[src/rtl/tc11_pkg.sv]
// tc11_pkg: shared mod-11 thermometer-code constants, FSM states and helpers
package tc11_pkg;
  localparam int TC11_W = 10;
  localparam int TC11_MOD = 11;
  typedef enum logic [1:0] {IDLE, ACCUM, DONE} state_t;
  // a thermometer code has no 0 below a 1, so adding 1 clears every set bit
  function automatic logic tc11_is_legal(input logic [TC11_W-1:0] tc);
    logic [TC11_W:0] e;
    e = {1'b0, tc};
    return (e & (e + 1'b1)) == '0;
  endfunction
  function automatic logic [TC11_W-1:0] tc11_add(input logic [TC11_W-1:0] a, input logic [TC11_W-1:0] b);
    logic [4:0] s;
    logic [TC11_W:0] t;
    s = 5'($countones(a)) + 5'($countones(b));
    s = (s >= 5'(TC11_MOD)) ? s - 5'(TC11_MOD) : s;
    t = (11'd1 << s) - 11'd1;
    return t[TC11_W-1:0];
  endfunction
endpackage

[src/rtl/tc11_mod_add.sv]
// tc11_mod_add: combinational mod-11 thermometer adder; a, b legal codes in, s = (a+b) mod 11 out
module tc11_mod_add
  import tc11_pkg::*;
(
  input  logic [TC11_W-1:0] a,
  input  logic [TC11_W-1:0] b,
  output logic [TC11_W-1:0] s
);
  assign s = tc11_add(a, b);
endmodule

[src/rtl/tc11_mod_accumulator.sv]
// tc11_mod_accumulator: packet-wise mod-11 thermometer accumulator; in_* operand stream, out_* result stream with sum, count and error flag
module tc11_mod_accumulator
  import tc11_pkg::*;
#(
  parameter int MAX_OPS = 15
) (
  input  logic              clk,
  input  logic              rst,
  input  logic              in_valid,
  output logic              in_ready,
  input  logic [TC11_W-1:0] in_tc,
  input  logic              in_last,
  output logic              out_valid,
  input  logic              out_ready,
  output logic [TC11_W-1:0] out_tc,
  output logic [3:0]        out_count,
  output logic              out_err
);
  state_t state, state_n;
  logic [TC11_W-1:0] acc, acc_n, acc_base, op, sum;
  logic [3:0] cnt, cnt_n, cnt_base, cnt_inc;
  logic err, err_n, legal, accept, term;
  assign out_valid = state == DONE;
  assign in_ready = !out_valid || out_ready;
  assign accept = in_valid && in_ready;
  assign legal = tc11_is_legal(in_tc);
  assign op = legal ? in_tc : '0;
  // any beat accepted outside ACCUM opens a fresh packet
  assign acc_base = state == ACCUM ? acc : '0;
  assign cnt_base = state == ACCUM ? cnt : '0;
  assign cnt_inc = cnt_base + 4'd1;
  assign term = in_last || cnt_inc == 4'(MAX_OPS);
  tc11_mod_add u_add (.a(acc_base), .b(op), .s(sum));
  always_comb begin
    state_n = state;
    acc_n = acc;
    cnt_n = cnt;
    err_n = err;
    if (accept) begin
      state_n = term ? DONE : ACCUM;
      acc_n = sum;
      cnt_n = cnt_inc;
      err_n = (state == ACCUM && err) || !legal;
    end else if (out_valid && out_ready) begin
      state_n = IDLE;
      acc_n = '0;
      cnt_n = '0;
      err_n = 1'b0;
    end
  end
  always_ff @(posedge clk or posedge rst) begin
    if (rst) begin
      state <= IDLE;
      acc <= '0;
      cnt <= '0;
      err <= 1'b0;
    end else begin
      state <= state_n;
      acc <= acc_n;
      cnt <= cnt_n;
      err <= err_n;
    end
  end
  assign out_tc = acc;
  assign out_count = cnt;
  assign out_err = err;
endmodule
[config.mk]
export PLATFORM = sky130hd
export DESIGN_NAME = tc11_mod_accumulator
export DESIGN_NICKNAME = d
export VERILOG_FILES = /design/src/rtl/tc11_pkg.sv /design/src/rtl/tc11_mod_add.sv /design/src/rtl/tc11_mod_accumulator.sv
export SDC_FILE = /design/constraint.sdc
export NUM_CORES = 1
export LEC_CHECK = 0
export ABC_CLOCK_PERIOD_IN_PS = 10800
export BUFFER_PORTS_ARGS = -buffer_cell sky130_fd_sc_hd__buf_2
export CORE_MARGIN = 5
export CORE_UTILIZATION = 50
export CTS_CLUSTER_DIAMETER = 80
export DETAILED_ROUTE_END_ITERATION = 8
export PLACE_DENSITY = 0.82
export SLEW_MARGIN = 0
export SYNTH_ARGS = -nofsm -noshare
export SYNTH_HDL_FRONTEND = slang
export SYNTH_SLANG_ARGS = --single-unit
[constraint.sdc]
create_clock -name clk -period 10.8 [get_ports clk]
set_input_delay 2.16 -clock clk [delete_from_list [all_inputs] [get_ports clk]]
set_output_delay 2.16 -clock clk [all_outputs]
set_load 0.03 [all_outputs]
==> results by group <==
Synth
  • Post-synthesis sequential area ratio: 0.2094
  • Post-Syn Instances: 233
  • Cell area after synthesis: approximately 2000 um^2
  • Top cell type's share of synthesized area: 0.2094
  • Most used DFF post-synth: dfrtp_1
  • Mapped Nets: 280
  • Main area contributors after synthesis: dfrtp_1, fa_1, ha_1, and2_1, nand2_1
  • Area leader, netlist: dfrtp_1
  • Count leader, synth: nand2_1
  • Synth cell types: 53
  • Post-synth EDFFs: 0
  • Async S/R FF share, synth: 1.000
  • Post-synthesis compound-gate area fraction: 0.1539
  • Synth Area in Simple Gates: 0.2525
  • Syn_area_per_cell: between 8 and 9 um^2
  • Adder-cell share of the synthesized area: 0.2488
  • #FFs+latches synth: 17
  • Largest family of logic cells by synthesized area: simple AND/OR/NAND/NOR gates
  • Yosys warns: 0
  • Post-synthesis xor/xnor area fraction: 0.04926
  • Mux cell area share after synthesis: 0.01724
  • Most frequent cells after synthesis: nand2_1, inv_1, and2_1

Placed design
  • PortBufs: 31
  • Post-detail-place hpwl: 3.462 mm
  • Placed insts: 309
  • GPL Wtd Cong: 0.8698

Cells and area
  • Fillers: 355
  • Final net count: 311
  • Ant diodes: 0
  • Syn-to-layout area delta: 11.82%
  • Post-route insts no fill: 313
  • Fraction of layout cells with a size suffix above 1: 0.1977

Clock tree
  • Postcts setup bufs: 0
  • Reg clk slew, reported paths: 0.07 ns
  • CTS Root Cell: clkbuf_8
  • Sink Count: 17
  • Clk buf depth: 2
  • Post-CTS Resized: 0
  • TritonCTS clock tree: done
  • Clock buffer count from CTS: 3
  • H-tree levels: 1
  • Later-pin clock latency in the skew report: ~0.25 ns
  • CTS Hold Buffers Added: 0

Pwr
  • Comb pwr share: 0.542
  • Seq pwr share: 0.294
  • Clock Power Share: 0.165
  • Psw: around 130 uW
  • Int Power: 159.8 uW
  • Sw frac: 0.4466
  • Max rail drop VDD: 0.1266 mV
  • Leak: 0.001166 uW
  • PD cells: 127.1 nW/um^2

Critical path
  • Delay of the slowest critical-path stage: 0.65 ns
  • Startpoint Class: input pin
  • Slowest CP cell: fa_1
  • CP endpoint kind: flop
  • CP Max Fanout: 12
  • Critical Path RT: 10.97 ns
  • Critical path class: input pin to flop
  • CP delay by family, top: adder cells
  • CP Buf/Inv Count: 4
  • CP most frequent cell: fa_1
  • Data arrival time of the critical path: 8.75 ns

Global routing
  • Vias in the first global route: ~1.6k
  • GRT Total Usage: 0.1669
  • GRT overflow: 0
  • Largest net degree at the start of global routing: 18
  • Initial antenna violation count: 0
  • First-pass GRT wire length: just over 7 mm

Floorplanning
  • Die ar.: 5439 um^2
  • Die height: ~74 um
  • Initial Util: 0.5117
  • Die X-Extent: 73.75 um
  • I/O pin count: 32
  • # rows: 23
  • Core ar.: 3971 um^2

STA
  • Final-report hold violation count: 0
  • RSZ-0062 raised after global routing: no
  • Highest Clock Rate: 0.1166 GHz
  • Setup violators final: 0
  • Slew HR: 0.4958
  • Layout Skew: approximately 0.0032 ns
  • Total negative setup slack: 0 ns
  • Final period util: 0.7943
  • Worst slew pin tran: 0.7548 ns
  • Min cycle time layout: 8.578 ns
  • Slew Viols, Final: 0

Detailed routing
  • DR vias: roughly 1.7k
  • DR pass1 iterations: 4
  • Antenna viol nets, final: 0
  • Routed vias/inst: 5.272
  • Drt drc: 0
  • Initial DRC Count: 83
  • Routed wire length: 4.229 mm
  • Routed wire length per instance: between 10 and 15 um

Worst hold path
  • Hold Path Class: flop to flop

Flow run
  • Maxcap violations: 0

Run status
  • Status: complete, no violations
-- placed cells by master, fill, tap and decap left out, types with 3 or more instances in the layout --
master    synthesis  final
nand2_1          31     31
buf_2             1     31
nand3_1           5      5
inv_1            27     27
nor2_1            9      9
clkbuf_8          0      3
nor3_1            4      4
ha_1             18     18
dfrtp_1          17     17
o21ai_0           7      7
o21ai_1          12     12
or2_1             3      3
xnor2_1           5      5
a21oi_1           4      4
and2_1           22     22
fa_1             14     14
nor2b_1           5      5
nand2b_1          4      4
-- sequential cells by signal, summed over array words and instances (netlist names) --
name       flops
state          2
out_tc        10
out_err        1
out_count      4
-- tightest hold or removal path: stages (launching register included) --
cell     delay, ns
dfrtp_1       0.36
nand2_1       0.06
nand2_1       0.05
-- layer usage --
metal,global-route usage,routed length (um),share of wire
met1,0.2397,2054,0.49
met3,0.01642,121,0.029
met5,0,0,0
met2,0.2805,2039,0.48
met4,0.01811,14,0.0033
-- through the flow --
stage,cell area [um^2],utilization,worst slack [ns],power (uW),hold slack [ns]
final,2272,0.5721,2.222,288.8,0.5065
after global routing,2272,0.5721,1.757,309.8,0.5274
after CTS,2272,0.5721,2.209,290.5,0.5057
after detailed placement,2226,0.5605,1.965,242.5,0.4893
after global placement,2226,0.5605,2.174,238.9,0.4747
after floorplan,2032,-,2.791,203.9,0.4745
-- worst paths after layout --
check	from	to	slack, ns	depth (start not counted)
setup / recovery	in_tc[4]	out_tc[6]	2.22	25
hold reg to reg	out_tc[7]	out_tc[7]	0.51	2
max in group asynchronous	rst	out_count[0]	8.41	2
min in group asynchronous	rst	out_tc[1]	1.98	2
hold / removal	out_tc[7]	out_tc[7]	0.51	2
setup reg to reg	state[1]	out_tc[6]	4.15	23
-- cell type report --
type                       instances  area (um^2)  share of cell area
clock inverter                     1        5.005            0.002203
sequential                        17        425.4              0.1872
tap                               50        62.56             0.02753
inverter                          29        108.9             0.04791
timing repair buffer              32        162.7             0.07159
multi-input combinational        181         1466              0.6454
clock buffer                       3        41.29             0.01817
-- logic make-up after synthesis --
kind of cell    count (synthesis)
compound gates                 44
xor+xnor                        9
fa+ha+maj                      32
buf+inv                        35
flops                          17
mux                             3
simple gates                   93
-- power groups by stage --
stage          registers (uW)  clock network, uW  logic (uW)
2_1_floorplan             104                  0        99.8
3_3_place_gp             86.2                  0         153
3_5_place_dp             86.2                  0         156
4_1_cts                  85.0               48.1         157
5_1_grt                  86.7               50.9         172
6_report                 84.8               47.5         156
Note: power is estimated with default switching activity, not from simulation.
